### src/rtl/axis_sample_packer_if.sv
// Stream bundle for axis_sample_packer: 16-bit sample input and 32-bit packed output.
// The master modport is the packer's view; slave is the environment's.
interface axis_sample_packer_if;
  logic [15:0] S_AXIS_tdata;
  logic        S_AXIS_tvalid;
  logic [31:0] M_AXIS_tdata;
  logic        M_AXIS_tvalid;
  logic        M_AXIS_tready;

  modport master (
    input  S_AXIS_tdata, S_AXIS_tvalid, M_AXIS_tready,
    output M_AXIS_tdata, M_AXIS_tvalid
  );

  modport slave (
    output S_AXIS_tdata, S_AXIS_tvalid, M_AXIS_tready,
    input  M_AXIS_tdata, M_AXIS_tvalid
  );
endinterface

### src/rtl/axis_sample_packer.sv
// Packs pairs of 16-bit samples into 32-bit words and buffers them in a FWFT FIFO.
// Define PACKER_OVERFLOW_COUNT_EN to add the saturating drop_count output.
module axis_sample_packer #(
  parameter int DEPTH = 4
) (
  input  logic                     aclk,
  input  logic                     aresetn,
  input  logic                     enable,
  axis_sample_packer_if.master     axis,
  output logic [$clog2(DEPTH):0]   fifo_level,
  output logic                     overflow
`ifdef PACKER_OVERFLOW_COUNT_EN
  ,
  output logic [15:0]              drop_count
`endif
);
  localparam int AW = $clog2(DEPTH);

  typedef enum logic {PH_LOW, PH_HIGH} phase_t;

  phase_t      phase, phase_nxt;
  logic [15:0] half_q;
  logic [31:0] mem [DEPTH];
  logic [AW:0] wr_ptr, rd_ptr;
  logic        accept, push, pop, full, empty, wr_en, drop;

  assign accept = enable && axis.S_AXIS_tvalid;

  // Dropping enable returns to the low half, abandoning any latched half-word.
  always_comb begin
    phase_nxt = phase;
    push      = 1'b0;
    if (!enable) begin
      phase_nxt = PH_LOW;
    end else if (accept) begin
      if (phase == PH_LOW) begin
        phase_nxt = PH_HIGH;
      end else begin
        phase_nxt = PH_LOW;
        push      = 1'b1;
      end
    end
  end

  always_ff @(posedge aclk or negedge aresetn) begin
    if (!aresetn) phase <= PH_LOW;
    else          phase <= phase_nxt;
  end

  always_ff @(posedge aclk or negedge aresetn) begin
    if (!aresetn)                          half_q <= '0;
    else if (accept && phase == PH_LOW)    half_q <= axis.S_AXIS_tdata;
  end

  assign empty = (wr_ptr == rd_ptr);
  assign full  = (wr_ptr[AW] != rd_ptr[AW]) && (wr_ptr[AW-1:0] == rd_ptr[AW-1:0]);
  assign pop   = !empty && axis.M_AXIS_tready;
  // A full FIFO still takes the word when the head leaves on the same edge.
  assign wr_en = push && (!full || pop);
  assign drop  = push && full && !pop;

  assign axis.M_AXIS_tvalid = !empty;
  assign axis.M_AXIS_tdata  = empty ? 32'h0 : mem[rd_ptr[AW-1:0]];
  assign fifo_level         = wr_ptr - rd_ptr;

  always_ff @(posedge aclk) begin
    if (wr_en) mem[wr_ptr[AW-1:0]] <= {axis.S_AXIS_tdata, half_q};
  end

  always_ff @(posedge aclk or negedge aresetn) begin
    if (!aresetn) begin
      wr_ptr <= '0;
      rd_ptr <= '0;
    end else begin
      if (wr_en) wr_ptr <= wr_ptr + 1'b1;
      if (pop)   rd_ptr <= rd_ptr + 1'b1;
    end
  end

  always_ff @(posedge aclk or negedge aresetn) begin
    if (!aresetn)     overflow <= 1'b0;
    else if (!enable) overflow <= 1'b0;
    else if (drop)    overflow <= 1'b1;
  end

`ifdef PACKER_OVERFLOW_COUNT_EN
  always_ff @(posedge aclk or negedge aresetn) begin
    if (!aresetn)                           drop_count <= '0;
    else if (!enable)                       drop_count <= '0;
    else if (drop && drop_count != 16'hFFFF) drop_count <= drop_count + 16'd1;
  end
`endif
endmodule

### src/flat_wrapper.sv
// flat-port wrapper written by rule: the top's interface ports become plain ports
module axis_sample_packer_flat 
#(
  parameter int DEPTH = 4
)
  (aclk, aresetn, enable, fifo_level, overflow, axis_S_AXIS_tdata, axis_S_AXIS_tvalid, axis_M_AXIS_tready, axis_M_AXIS_tdata, axis_M_AXIS_tvalid);
  axis_sample_packer_if axis_i ();
  input  logic aclk;
  input  logic aresetn;
  input  logic enable;
  output logic [$clog2(DEPTH):0] fifo_level;
  output logic overflow;
  input wire logic [$bits(axis_i.S_AXIS_tdata)-1:0] axis_S_AXIS_tdata;
  input wire logic [$bits(axis_i.S_AXIS_tvalid)-1:0] axis_S_AXIS_tvalid;
  input wire logic [$bits(axis_i.M_AXIS_tready)-1:0] axis_M_AXIS_tready;
  output wire logic [$bits(axis_i.M_AXIS_tdata)-1:0] axis_M_AXIS_tdata;
  output wire logic [$bits(axis_i.M_AXIS_tvalid)-1:0] axis_M_AXIS_tvalid;
  assign axis_i.S_AXIS_tdata = axis_S_AXIS_tdata;
  assign axis_i.S_AXIS_tvalid = axis_S_AXIS_tvalid;
  assign axis_i.M_AXIS_tready = axis_M_AXIS_tready;
  assign axis_M_AXIS_tdata = axis_i.M_AXIS_tdata;
  assign axis_M_AXIS_tvalid = axis_i.M_AXIS_tvalid;
  axis_sample_packer #(.DEPTH(DEPTH)) u_core (.aclk(aclk), .aresetn(aresetn), .enable(enable), .axis(axis_i), .fifo_level(fifo_level), .overflow(overflow));
endmodule
### config.mk
export PLATFORM = sky130hd
export DESIGN_NAME = axis_sample_packer_flat
export DESIGN_NICKNAME = d
export VERILOG_FILES = /design/src/rtl/axis_sample_packer_if.sv /design/src/rtl/axis_sample_packer.sv /design/src/flat_wrapper.sv
export SDC_FILE = /design/constraint.sdc
export NUM_CORES = 1
export LEC_CHECK = 0
export BUFFER_PORTS_ARGS = -buffer_cell sky130_fd_sc_hd__buf_4
export CAP_MARGIN = 20
export CORE_MARGIN = 5
export CORE_UTILIZATION = 41
export DETAILED_ROUTE_END_ITERATION = 8
export PLACE_DENSITY = 0.68
export SLEW_MARGIN = 20
export SYNTH_ARGS = -nofsm -noshare
export SYNTH_HDL_FRONTEND = slang
export SYNTH_SLANG_ARGS = --single-unit
### constraint.sdc
create_clock -name aclk -period 10.2 [get_ports aclk]
set_input_delay 1.02 -clock aclk [delete_from_list [all_inputs] [get_ports aclk]]
set_output_delay 1.02 -clock aclk [all_outputs]
set_load 0.01 [all_outputs]
# [Word-level counts from Yosys, hierarchy flattened]
# Memories as Yosys holds them, arrays and structs flattened.
# Cells that the tools add are included.
# Widths: inputs -> output; s select.
[word_totals] reg_bits=24 ramBits=128 in_bits=21 out_inout_bits=37 n_memories=1
[classes] n_addsub=3 n_eq_ne=5 n_mux=11 n_bitwise=1 n_reduce_logical=11
[memory_table] memory="u_core.mem" depth=4 width=32 rd=1 rd_clocked_by_memory_dff=0 wr=1 line="axis_sample_packer.sv:23" source="logic [31:0] mem [DEPTH];"
[ops] op="$mux 32" count=1
[ops] op="$mux 1" count=10
[ops] op="$logic_and 1x1->1" count=7
[ops] op="$add 3x1->3 const B" count=2
[ops] op="$ne 2x1->1 const B" count=2
[ops] op="$eq 3x3->1" count=1
[ops] op="$logic_not 1->1" count=3
[ops] op="$sub 3x3->3" count=1
[ops] op="$eq 2x2->1" count=1
[ops] op="$logic_or 1x1->1" count=1
[ops] op="$ne 1x1->1" count=1
[ops] op="$not 1->1" count=1

# [Depth between registers and ports, before layout]
# Gate-level depths: netlist (run 1).
[depth] word_depth=7 mapped_depth=8 mapped_depth_nobuf=5

# [Worst setup path after synthesis (run 1)]
# No wires, ideal clock.
[synth_timing] path_kind="reg2reg" from="register u_core.rd_ptr[1]" to="memory u_core.mem[3][0] (enable)" setup_ps=435 t_arrival_ps=3084 required_ps=9765 path_slack_ps=6681 path_stages_with_launch=7 n_path_buf=2 period_less_slack_ps=3519 cell_sequence="dfrtp_1 clkbuf_1 buf_2 inv_1 ha_1 and3b_1 a21oi_1"
[synth_between] elab_chain_cells=7 word_cells_on_any_way=10 classes_between="eq/ne: 2; mux: 2; reduce/logical: 6"
[synth_lines] element="start: declaration" line="axis_sample_packer.sv:24" source="logic [AW:0] wr_ptr, rd_ptr;"
[synth_lines] element="start signal: assignment" line="axis_sample_packer.sv:76" source="if (pop) rd_ptr <= rd_ptr + 1'b1;"
[synth_lines] element="$eq 3x3->1 / $eq 2x2->1 (equally long branches)" line="axis_sample_packer.sv:55, axis_sample_packer.sv:56"
[synth_lines] element="$logic_not 1->1 / $logic_and 1x1->1 (equally long branches)" line="axis_sample_packer.sv:57, axis_sample_packer.sv:56"
[synth_lines] element="$logic_and 1x1->1 / $logic_not 1->1 (equally long branches)" line="axis_sample_packer.sv:57, axis_sample_packer.sv:59"
[synth_lines] element="$logic_or 1x1->1 (*)" line="axis_sample_packer.sv:59" source="assign wr_en = push && (!full || pop);"
[synth_lines] element="$logic_and 1x1->1 (*)" line="axis_sample_packer.sv:59"
[synth_lines] element="$mux 1 (*)" line="axis_sample_packer.sv:67" source="if (wr_en) mem[wr_ptr[AW-1:0]] <= {axis.S_AXIS_tdata, half_q};"
[synth_lines] element="$mux 1 (implied by the code) (*)" line="axis_sample_packer.sv:67"
[synth_lines] element="end: declaration" line="axis_sample_packer.sv:23"
# Mark *: on every way between the ends. The rest lies on a longest branch, timed or not.

# [Final worst setup path (run 1)]
[layout_timing] from="register u_core.rd_ptr[1]" to="output port axis_M_AXIS_tdata[15]"
[layout_between] elab_chain_cells=2 word_cells_on_any_way=3 classes_between="eq/ne: 1; mux: 1; memory: 1"
[layout_lines] element="$mem_v2 4x32 / $eq 3x3->1 (equally long branches)"
[layout_lines] element="$mux 32 (*)" line="axis_sample_packer.sv:63" source="assign axis.M_AXIS_tdata = empty ? 32'h0 : mem[rd_ptr[AW-1:0]];"
[layout_lines] element="end: declaration" line="flat_wrapper.sv:16" source="output wire logic [$bits(axis_i.M_AXIS_tdata)-1:0] axis_M_AXIS_tdata;"
# Marked as above.

==> results.md, run 1 <==
- Crit-path max cell delay: 980 ps
- Setup TNS: 0 ps
- Syn avg cell area: about 21 um2
- Total internal power: approximately 1500 uW
- Clock Tree Buf Depth: 2
- Yosys warnings: 0
- Switching share of power: between 20 and 30%
- Final worst path period share: 38.6%
- Clk pwr share: just under 30%
- Grt ovf: 0
- Antenna violations before repair: 0
- CP startpoint kind: flip-flop
- Post-CTS setup buffers: 0
- Pin count of the biggest net entering global routing: 37
- H-tree levels: 4
- CTS Hold Buffers Added: 0
- Sequential share of power: about 39%
- Chip Width: ~130 um
- Worst path buffer plus inverter count: 2
- Layout cell share with drive strength beyond 1: between 40 and 50%
- Port Buffers: 57
- Flops & latches, synth: roughly 150
- Sequential element share of the synthesized area: approximately 75%
- Fillers: roughly 1,200
- Chip Height: between 100 and 150 um
- Least-Margin Pin Slew: ~1000 ps
- Gate power share: between 30% and 40%
- Slew Viols, Final: 0
- Status: complete, no violations
- Critical Path Slowest Stage Cell: dfrtp_2
- CP delay by family, top: flip-flops
- Hpwl dp: ~6000 um
- Initial core utilization: 41.5%
- Core Util, Final: around half
- Clk_skew: 15.6 ps
- Setup CP Type: flip-flop to output pin
- CTS Buf Count: 17
- Worst-Skew Late Latency: roughly 420 ps
- Final Setup Violations: 0
- Vias per cell: 4.94
- Clock sinks: between 150 and 200
- Core footprint: ~0.014 mm2
- Row count: 44
- R2r setup slk: 7000 ps
- Critical path required time: between 9000 and 10,000 ps
- Worst vdd ir: 0.000172 V
- Worst Hold Class: primary input to async pin
- Post-DRT Antenna Nets: 0
- First-pass GRT wire length: between 15,000 and 20,000 um
- RSZ-0062 raised after global routing: no
- Most common cell after layout, fill and taps aside: edfxtp_1
- Syn_nets: around 310
- Synth cell types: 28
- Routed via count: around 2,700
- Setup crit end kind: output pin
- Max-cap violations: 0
- Drt pass-1 iters: 4
- Clock Pin Slew Worst Setup and Hold Paths: 60 ps
- Post-synthesis cell count: 284
- IO Pins: 58
- Final critical-path required period: 3940 ps
- P&R area growth vs syn: 20.4%
- Pwr Density: 289 mW/mm2
- Most frequent cells in the layout: edfxtp_1 (128), buf_4 (59), mux4_2 (32), nor2b_1 (32), dfrtp_1 (22)
- Fmax: around 0.25 GHz
- Post_cts resized: 0
- Critical-path maximum fanout: 36
- DR WL/cell: ~19 um
- Iter 0 DRT Violations: ~190
- Die Footprint: 0.0170 mm2
- Syn Std Cell Area: a little under 0.006 mm2
- Slew margin rel.: about a third
- Sum of routed wire length over all layers: between 10,000 and 15,000 um
- CP Cell Sequence: inv_1 > ha_1 > nand2_1 > nor2_4 > nor2b_1 > buf_4
- CTS tree: built
- GP Congestion: just over 0.7
- CP Data Arrival Time: a little under 3000 ps
- Tot GR Track Use: between 10% and 20%
- Post-route DRC: 0
- Clk Tree Root Cell: clkbuf_16
- Hold Vio Cnt, Final: 0
- Leakage: between 0.002 and 0.003 uW
- Sw Pwr: slightly above 600 uW
- Number of diodes: 0
- Number of global-route vias before repair: slightly below 3,000
- Fin nets: 379
-- final timing paths --
| kind | startpoint | endpoint | cells after the start |
|---|---|---|---|
| worst max-delay path | u_core.rd_ptr[1]$_DFFE_PN0P_ | axis_M_AXIS_tdata[15] | 6 |
| worst min-delay path | aresetn | u_core.phase$_DFFE_PN0P_ | 1 |
| worst max register to register | u_core.rd_ptr[0]$_DFFE_PN0P_ | u_core.mem[0][10]$_DFFE_PP_ | 5 |
| worst min register to register | u_core.half_q[10]$_DFFE_PN0P_ | u_core.mem[1][10]$_DFFE_PP_ | 0 |
| max in group asynchronous | aresetn | u_core.rd_ptr[0]$_DFFE_PN0P_ | 1 |
| min in group aclk | u_core.half_q[10]$_DFFE_PN0P_ | u_core.mem[1][10]$_DFFE_PP_ | 0 |
-- per-stage QoR --
step	area, um2	hold WS, ps	total power, uW	instances	setup WS, ps
2_1_floorplan	5960	471	1210	284	6680
3_3_place_gp	6580	481	1490	515	6550
3_5_place_dp	6580	501	1490	515	6500
4_1_cts	7180	513	2110	547	6050
5_1_grt	7180	514	2190	547	5900
6_report	7180	502	2080	547	6260
-- power by group through the flow --
stage               combinational (uW)  sequential, uW  clock (uW)
floorplan                          439             768           0
global placement                   667             818           0
detailed placement                 672             823           0
CTS                                675             810         629
global route                       716             817         662
finish                             650             806         619
-- layer usage --
metal	track usage [%]	routed length (um)	vias to the layer above
li1	-	-	1250
met1	16.4	4160	1371
met2	21.6	5290	67
met3	4.15	600	13
met4	4.72	125	0
met5	0	0	-
-- cell usage after synthesis --
library cell    n  area (um2)
o21ai_2         1        8.76
xor2_2          1        16.3
xor2_1          3        26.3
mux2_1          1        11.3
xnor2_1         3        26.3
buf_6           3        33.8
a21boi_0        1        7.51
fa_1            1        20.0
mux2_4          1        15.0
edfxtp_1      128        3840
and2_1          4        25.0
nand3b_1        2        15.0
buf_2           8        40.0
a21oi_1         1        5.00
mux4_2         32         721
nor2_2          1        6.26
nor2b_1        32         200
nand2_1         1        3.75
o211ai_1        1        7.51
and3b_1         1        8.76
nand4_1         1        6.26
ha_1            7        87.6
mux2_2         16         180
clkbuf_1        1        3.75
dfrtp_1        24         601
a21oi_2         1        8.76
inv_1           7        26.3
nand3_1         1        5.00
-- state kept, by name (all words and copies together), names as in the netlist --
register	cells
u_core.overflow	1
u_core.mem	128
u_core.rd_ptr	3
u_core.wr_ptr	3
u_core.phase	1
u_core.half_q	16
-- cells by family (layout without fill, tap and decap cells) --
logic type | count (synthesis) | count (layout) | share of synthesized area, %
compound gates | 5 | 5 | 0.630
xor+xnor | 7 | 7 | 1.15
fa+ha+maj | 8 | 8 | 1.81
buf+inv | 19 | 98 | 1.74
flops | 152 | 152 | 74.6
mux | 50 | 50 | 15.6
simple gates | 43 | 43 | 4.53
-- layout make-up --
cell class | count | area, um2 | share of cell area, %
Clock buffer | 19 | 453 | 6.31
Clock inverter | 13 | 145 | 2.02
Inverter | 7 | 26.3 | 0.366
Multi-Input combinational cell | 113 | 1430 | 19.9
Sequential cell | 152 | 4450 | 62.0
Tap cell | 184 | 230 | 3.21
Timing Repair Buffer | 59 | 443 | 6.17
Power figures use the tool's default switching activity.
==> run 2, diff against run 1 <==
==> constraint.sdc (replaced) <==
create_clock -name aclk -period 3.67 [get_ports aclk]
set_input_delay 0.367 -clock aclk [delete_from_list [all_inputs] [get_ports aclk]]
set_output_delay 0.367 -clock aclk [all_outputs]
set_load 0.01 [all_outputs]
==> results.md, run 2 (synthesis results as in run 1) <==
- Pwr Total: 5750 uW (+180%)
- H-tree levels: 4 (unchanged)
- Post_cts resized: 0 (unchanged)
- Final critical-path required period: ~2800 ps
- Row count: 44 (unchanged)
- Worst hold slack: 162 ps (-340 ps)
- Die Footprint: 0.0170 mm2 (unchanged)
- Critical Path Slowest Stage Cell: nor2_4
- Clk_skew: 7.08 ps (-8.51 ps)
- Clock sinks: 152 (unchanged)
- Iter 0 DRT Violations: 181 (-2.7%)
- Hpwl dp: 5980 um (-0.73%)
- Max reg flops: 128 (unchanged)
- Pwr Density: 801 mW/mm2 (+180%)
- Post-route DRC: 0 (unchanged)
- Setup TNS: 0 ps (unchanged)
- Initial core utilization: 41.5% (unchanged)
- Clk Tree Root Cell: clkbuf_16
- Worst Hold Class: primary input to flip-flop
- Number of diodes: 0 (unchanged)
- Setup crit end kind: output pin
- RSZ-0062 raised after global routing: no
- Vias per cell: 5.00 (+1.2%)
- Max-cap violations: 0 (unchanged)
- Antenna violations before repair: 0 (unchanged)
- R2r startpoint: u_core.wr_ptr[0]$_DFFE_PN0P_
- Setup CP Type: flip-flop to output pin
- Crit-path max cell delay: 510 ps (-470 ps)
- Most common cell after layout, fill and taps aside: edfxtp_1
- Clock Pin Slew Worst Setup and Hold Paths: 60 ps (about the same)
- Number of global-route vias before repair: 2,949 (-0.97%)
- Worst path buffer plus inverter count: 3 (+1)
- CP startpoint kind: flip-flop
- Worst-Skew Late Latency: 410 ps (about the same)
- Worst hold endpoint: u_core.mem[0][24]$_DFFE_PP_
- Layout cell share with drive strength beyond 1: 40.7% (-0.61 points)
- Final Setup Violations: 0 (unchanged)
- Final worst path period share: between 70% and 80%
- Port Buffers: 57 (unchanged)
- Hold wc startpoint: axis_S_AXIS_tdata[8]
- CTS Buf Count: 17 (unchanged)
- Leakage: 0.00254 uW (about the same)
- P&R area growth vs syn: 20.4% (about the same)
- Fin nets: 382 (+0.79%)
- WHS Path Cells: 1
- Most frequent cells in the layout: edfxtp_1 (128), buf_4 (61), mux4_2 (32), nor2b_1 (32), dfrtp_1 (22)
- Drt pass-1 iters: 4 (unchanged)
- Post-CTS setup buffers: 0 (unchanged)
- CP Data Arrival Time: 2390 ps (-530 ps)
- Final Non-Filler Cells: 550 (+0.55%)
- CP delay by family, top: simple AND/OR/NAND/NOR gates
- CTS tree: built
- Sum of routed wire length over all layers: 10,400 um (+1.9%)
- Worst vdd ir: 0.000441 V (+160%)
- Chip Height: 131 um (unchanged)
- CP Cell Sequence: inv_1 > ha_1 > nand2_1 > nor2_4 > buf_4 > nor2b_1 > buf_4
- R2r setup slk: 1140 ps (-5860 ps)
- Core footprint: 0.0144 mm2 (unchanged)
- Grt ovf: 0 (unchanged)
- R2R depth: 5 (unchanged)
- GP Congestion: 0.667 (-7.9%)
- Critical path's most frequent cell: buf_4
- Pin count of the biggest net entering global routing: 36 (-2.7%)
- Chip Width: 131 um (unchanged)
- Tot GR Track Use: 13.3% (+0.19 points)
- Placed insts: 517 (+0.39%)
- DR WL/cell: 18.9 um (+1.4%)
- Fmax: ~0.36 GHz
- Status: complete, no violations
- Critical-path maximum fanout: 22 (-39%)
- Post-DRT Antenna Nets: 0 (unchanged)
- Slew Viols, Final: 0 (unchanged)
- First-pass GRT wire length: 16,500 um (+1.4%)
- Crit Reg-Reg Endpoint: u_core.mem[0][19]$_DFFE_PP_
- Clock Tree Buf Depth: 2 (unchanged)
- Routed via count: 2,748 (+1.7%)
- Slew margin rel.: 28.1% (-3.7 points)
- Critical path required time: 3300 ps (-5880 ps)
- IO Pins: 58 (unchanged)
- Least-Margin Pin Slew: 1080 ps (+55.0 ps)
- Hold Vio Cnt, Final: 0 (unchanged)
[run 2: cell count changes in the layout (fill, tap and decap cells not counted), sizes merged]
cell         delta
buf             +2
dlygate4sd3     +1
inv             -3
clkinv          +2
clkbuf          +1
[run 2: worst max path at each step]
| stage | start | to | cells after the start |
|---|---|---|---|
| detailed placement | u_core.wr_ptr[0]$_DFFE_PN0P_ | u_core.mem[0][17]$_DFFE_PP_ | 5 |
| finish | u_core.wr_ptr[0]$_DFFE_PN0P_ | axis_M_AXIS_tdata[5] | 7 |
| global route | u_core.wr_ptr[0]$_DFFE_PN0P_ | axis_M_AXIS_tdata[9] | 7 |
| global placement | u_core.wr_ptr[0]$_DFFE_PN0P_ | u_core.mem[1][17]$_DFFE_PP_ | 5 |
| CTS | u_core.wr_ptr[0]$_DFFE_PN0P_ | axis_M_AXIS_tdata[5] | 7 |
| floorplan | u_core.rd_ptr[1]$_DFFE_PN0P_ | u_core.mem[3][0]$_DFFE_PP_ | 6 |
[run 2: where the power goes]
| group | leakage, uW | total (uW) | switching (uW) | internal [uW] |
|---|---|---|---|---|
| registers | 0.00144 | 2120 | 86.1 | 2040 |
| logic | 0.000826 | 1960 | 964 | 998 |
| clock network | 0.000273 | 1660 | 646 | 1010 |
| total | 0.00254 | 5750 | 1700 | 4050 |
[run 2: layout make-up]
class	instances	area, um2
Fill cell	1159	7190
Sequential cell	152	4450
Multi-Input combinational cell	113	1430
Timing Repair Buffer	62	468
Clock buffer	20	447
Tap cell	184	230
Clock inverter	12	128
Inverter	7	26.3
[run 2: what timing repair did]
action	4_1_cts	5_1_grt
endpoints found under the hold margin	24	0
setup endpoints to repair	0	0
hold buffers	1	0
[run 2: per-layer routing]
layer  vias up  part of all wire (%)  global-route usage [%]
met5         -                     0                       0
met4         0                  0.82                    4.17
met3         5                   5.4                    4.84
met2        62                    49                    20.7
met1      1430                    44                    17.6
li1       1251                     -                       -
[run 2: per-stage QoR]
| stage | setup slack [ps] | utilization (%) | instance area (um2) |
|---|---|---|---|
| 6_report | 909 | 49.9 | 7180 |
| 3_3_place_gp | 1190 | 45.9 | 6590 |
| 4_1_cts | 841 | 49.9 | 7180 |
| 5_1_grt | 681 | 49.9 | 7180 |
| 3_5_place_dp | 1120 | 45.9 | 6590 |
| 2_1_floorplan | 151 | - | 5960 |
[run 2: worst reg2reg max path: cells and delay by family (launching register included)]
family	cells	cell delay (ps)
buffers and inverters	1	150
adders and majority gates	1	280
AOI/OAI and AO/OA	1	270
and+or+nand+nor	2	1030
DFF	1	400
==> run 3, diff against run 2 <==
==> constraint.sdc (replaced) <==
create_clock -name aclk -period 2.9 [get_ports aclk]
set_input_delay 0.29 -clock aclk [delete_from_list [all_inputs] [get_ports aclk]]
set_output_delay 0.29 -clock aclk [all_outputs]
set_load 0.01 [all_outputs]
==> results.md, run 3 (synthesis results as in run 1) <==
- Final critical-path required period: between 2000 and 3000 ps
- IO Pins: 58 (unchanged)
- Worst-Skew Late Latency: 410 ps (about the same)
- Clock Tree Buf Depth: 2 (unchanged)
- Final worst path period share: between 80% and 90%
- Hold wc startpoint: axis_S_AXIS_tdata[9]
- Clock Pin Slew Worst Setup and Hold Paths: 60 ps (about the same)
- Port Buffers: 57 (unchanged)
- Row count: 44 (unchanged)
- Tot GR Track Use: 13.3% (+0.052 points)
- WHS Path Cells: 1 (unchanged)
- GP Congestion: 0.699 (+4.7%)
- Critical-path maximum fanout: 34 (+55%)
- Max-cap violations: 0 (unchanged)
- Clk Tree Root Cell: clkbuf_16
- Crit-path max cell delay: 610 ps (+100 ps)
- Clock sinks: 152 (unchanged)
- Pin count of the biggest net entering global routing: 36 (unchanged)
- Number of diodes: 0 (unchanged)
- Layout Cell Area excl Fill: 0.00728 mm2 (+1.5%)
- Setup TNS: 0 ps (unchanged)
- CP startpoint kind: flip-flop
- Vias per cell: 4.93 (-1.3%)
- Slew Viols, Final: 0 (unchanged)
- Sum of routed wire length over all layers: 10,400 um (-0.16%)
- Crit Reg-Reg Endpoint: u_core.mem[0][9]$_DFFE_PP_
- Clk_skew: 10.1 ps (+3.02 ps)
- Post-DRT Antenna Nets: 0 (unchanged)
- Place WS: 637 ps (-486 ps)
- Layout cell share with drive strength beyond 1: 41.1% (+0.37 points)
- Placement Cell Area: 0.00669 mm2 (+1.4%)
- R2r startpoint: u_core.wr_ptr[0]$_DFFE_PN0P_
- Initial core utilization: 41.5% (unchanged)
- Final Setup Violations: 0 (unchanged)
- Post-route DRC: 0 (unchanged)
- Leakage: 0.00257 uW (+1.4%)
- Clk pwr share: 29.3% (+0.4 points)
- Worst Hold Class: primary input to flip-flop
- Sequential share of power: 36.5% (-0.5 points)
- Worst hold endpoint: u_core.mem[1][25]$_DFFE_PP_
- P&R area growth vs syn: 22.2%
- Switching share of power: 29.0% (-0.52 points)
- R2R depth: 6 (+1)
- Antenna violations before repair: 0 (unchanged)
- Fmax: 0.394 GHz
- Wl on met1: 4460 um (-3.2%)
- Routed via count: 2,733 (-0.55%)
- Setup CP Type: flip-flop to output pin
- Number of global-route vias before repair: 2,985 (+1.2%)
- Hpwl dp: 6300 um (+5.4%)
- CP Cell Sequence: buf_4 > mux4_2 > nor2b_1 > buf_4
- Chip Height: 131 um (unchanged)
- Least-Margin Pin Slew: 678 ps (-398 ps)
- Pwr Density: 1010 mW/mm2 (+26%)
- Max reg flops: 128 (unchanged)
- RSZ-0062 raised after global routing: no
- Status: complete, no violations
- Fillers: 1,148 (-0.95%)
- Critical Path Slowest Stage Cell: mux4_2
- Routed length on met3: 529 um (-5.2%)
- Grt ovf: 0 (unchanged)
- R2r setup slk: 640 ps (-500 ps)
- CP Data Arrival Time: 2240 ps (-150 ps)
- DR WL/cell: 18.7 um (-0.88%)
- Hold Vio Cnt, Final: 0 (unchanged)
- CTS Buf Count: 17 (unchanged)
- Most frequent cells in the layout: edfxtp_1 (128), buf_4 (60), mux4_2 (32), nor2b_1 (32), dfrtp_1 (22)
- Most common cell after layout, fill and taps aside: edfxtp_1
- Critical path's most frequent cell: buf_4
- Slew margin rel.: 54.8% (+27 points)
- Fin nets: 386 (+1.0%)
- Total internal power: 5230 uW (+29%)
- Worst vdd ir: 0.000670 V (+52%)
- Iter 0 DRT Violations: 177 (-2.2%)
- CP delay by family, top: buffers and inverters
- Gate power share: 34.2% (about the same)
- Worst hold slack: 91.0 ps (-71.0 ps)
- Post_cts resized: 0 (unchanged)
- H-tree levels: 4 (unchanged)
- Critical path required time: 2610 ps (-690 ps)
- Setup slack after layout: 365 ps (-544 ps)
- Chip Width: 131 um (unchanged)
- Uppermost layer routed: met4
- Die Footprint: 0.0170 mm2 (unchanged)
- Drt pass-1 iters: 5 (+1)
- Sw Pwr: 2140 uW (+26%)
- Core footprint: 0.0144 mm2 (unchanged)
- Worst path buffer plus inverter count: 2 (-1)
- CTS tree: built
- First-pass GRT wire length: 16,600 um (+0.29%)
- Setup crit end kind: output pin
- Wire length on met2: 5260 um (+2.7%)
==> run 3: timing repair <==
item / 4_1_cts / 5_1_grt
hold buffers: 1 / 0
buffers inserted: 0 / 0
endpoints found under the hold margin: 24 / 0
==> run 3: stage by stage <==
| step | cells | power (uW) | util [%] |
|---|---|---|---|
| floorplan | 284 | 4250 | - |
| global placement | 521 | 5280 | 46.5 |
| detailed placement | 521 | 5310 | 46.5 |
| CTS | 554 | 7480 | 50.7 |
| global route | 554 | 7770 | 50.7 |
| finish | 554 | 7370 | 50.7 |
==> run 3: how the worst max path moves through the flow <==
stage                                            start                           to  slack, ps  depth (start not counted)
after floorplan           u_core.rd_ptr[1]$_DFFE_PN0P_   u_core.mem[0][0]$_DFFE_PP_         30                          7
after global placement    u_core.wr_ptr[0]$_DFFE_PN0P_  u_core.mem[0][26]$_DFFE_PP_        730                          6
after detailed placement  u_core.wr_ptr[0]$_DFFE_PN0P_   u_core.mem[0][8]$_DFFE_PP_        640                          6
after CTS                 u_core.rd_ptr[0]$_DFFE_PN0P_        axis_M_AXIS_tdata[14]        290                          4
after global routing      u_core.rd_ptr[0]$_DFFE_PN0P_        axis_M_AXIS_tdata[30]        200                          4
final                     u_core.rd_ptr[0]$_DFFE_PN0P_        axis_M_AXIS_tdata[14]        370                          4
==> run 3: cell type report <==
class,instances,area (um2),share of cell area (%)
multi-input cells,113,1430,19.7
clock inverters,13,155,2.13
clock buffers,19,433,5.94
flip-flops and latches,152,4450,61.1
repair buffers,66,561,7.70
well taps,184,230,3.16
inverters,7,26.3,0.361
==> run 3: per-layer routing <==
metal / vias to the layer above / global-route usage (%)
li1: 1264 / -
met1: 1400 / 16.8
met2: 60 / 21.8
met3: 9 / 4.31
met4: 0 / 4.96
met5: - / 0
==> run 3: power by group through the flow <==
stage	clock, uW	combinational (uW)	sequential (uW)
2_1_floorplan	0	1550	2700
3_3_place_gp	0	2560	2720
3_5_place_dp	0	2580	2730
4_1_cts	2190	2600	2690
5_1_grt	2300	2760	2710
6_report	2160	2520	2690
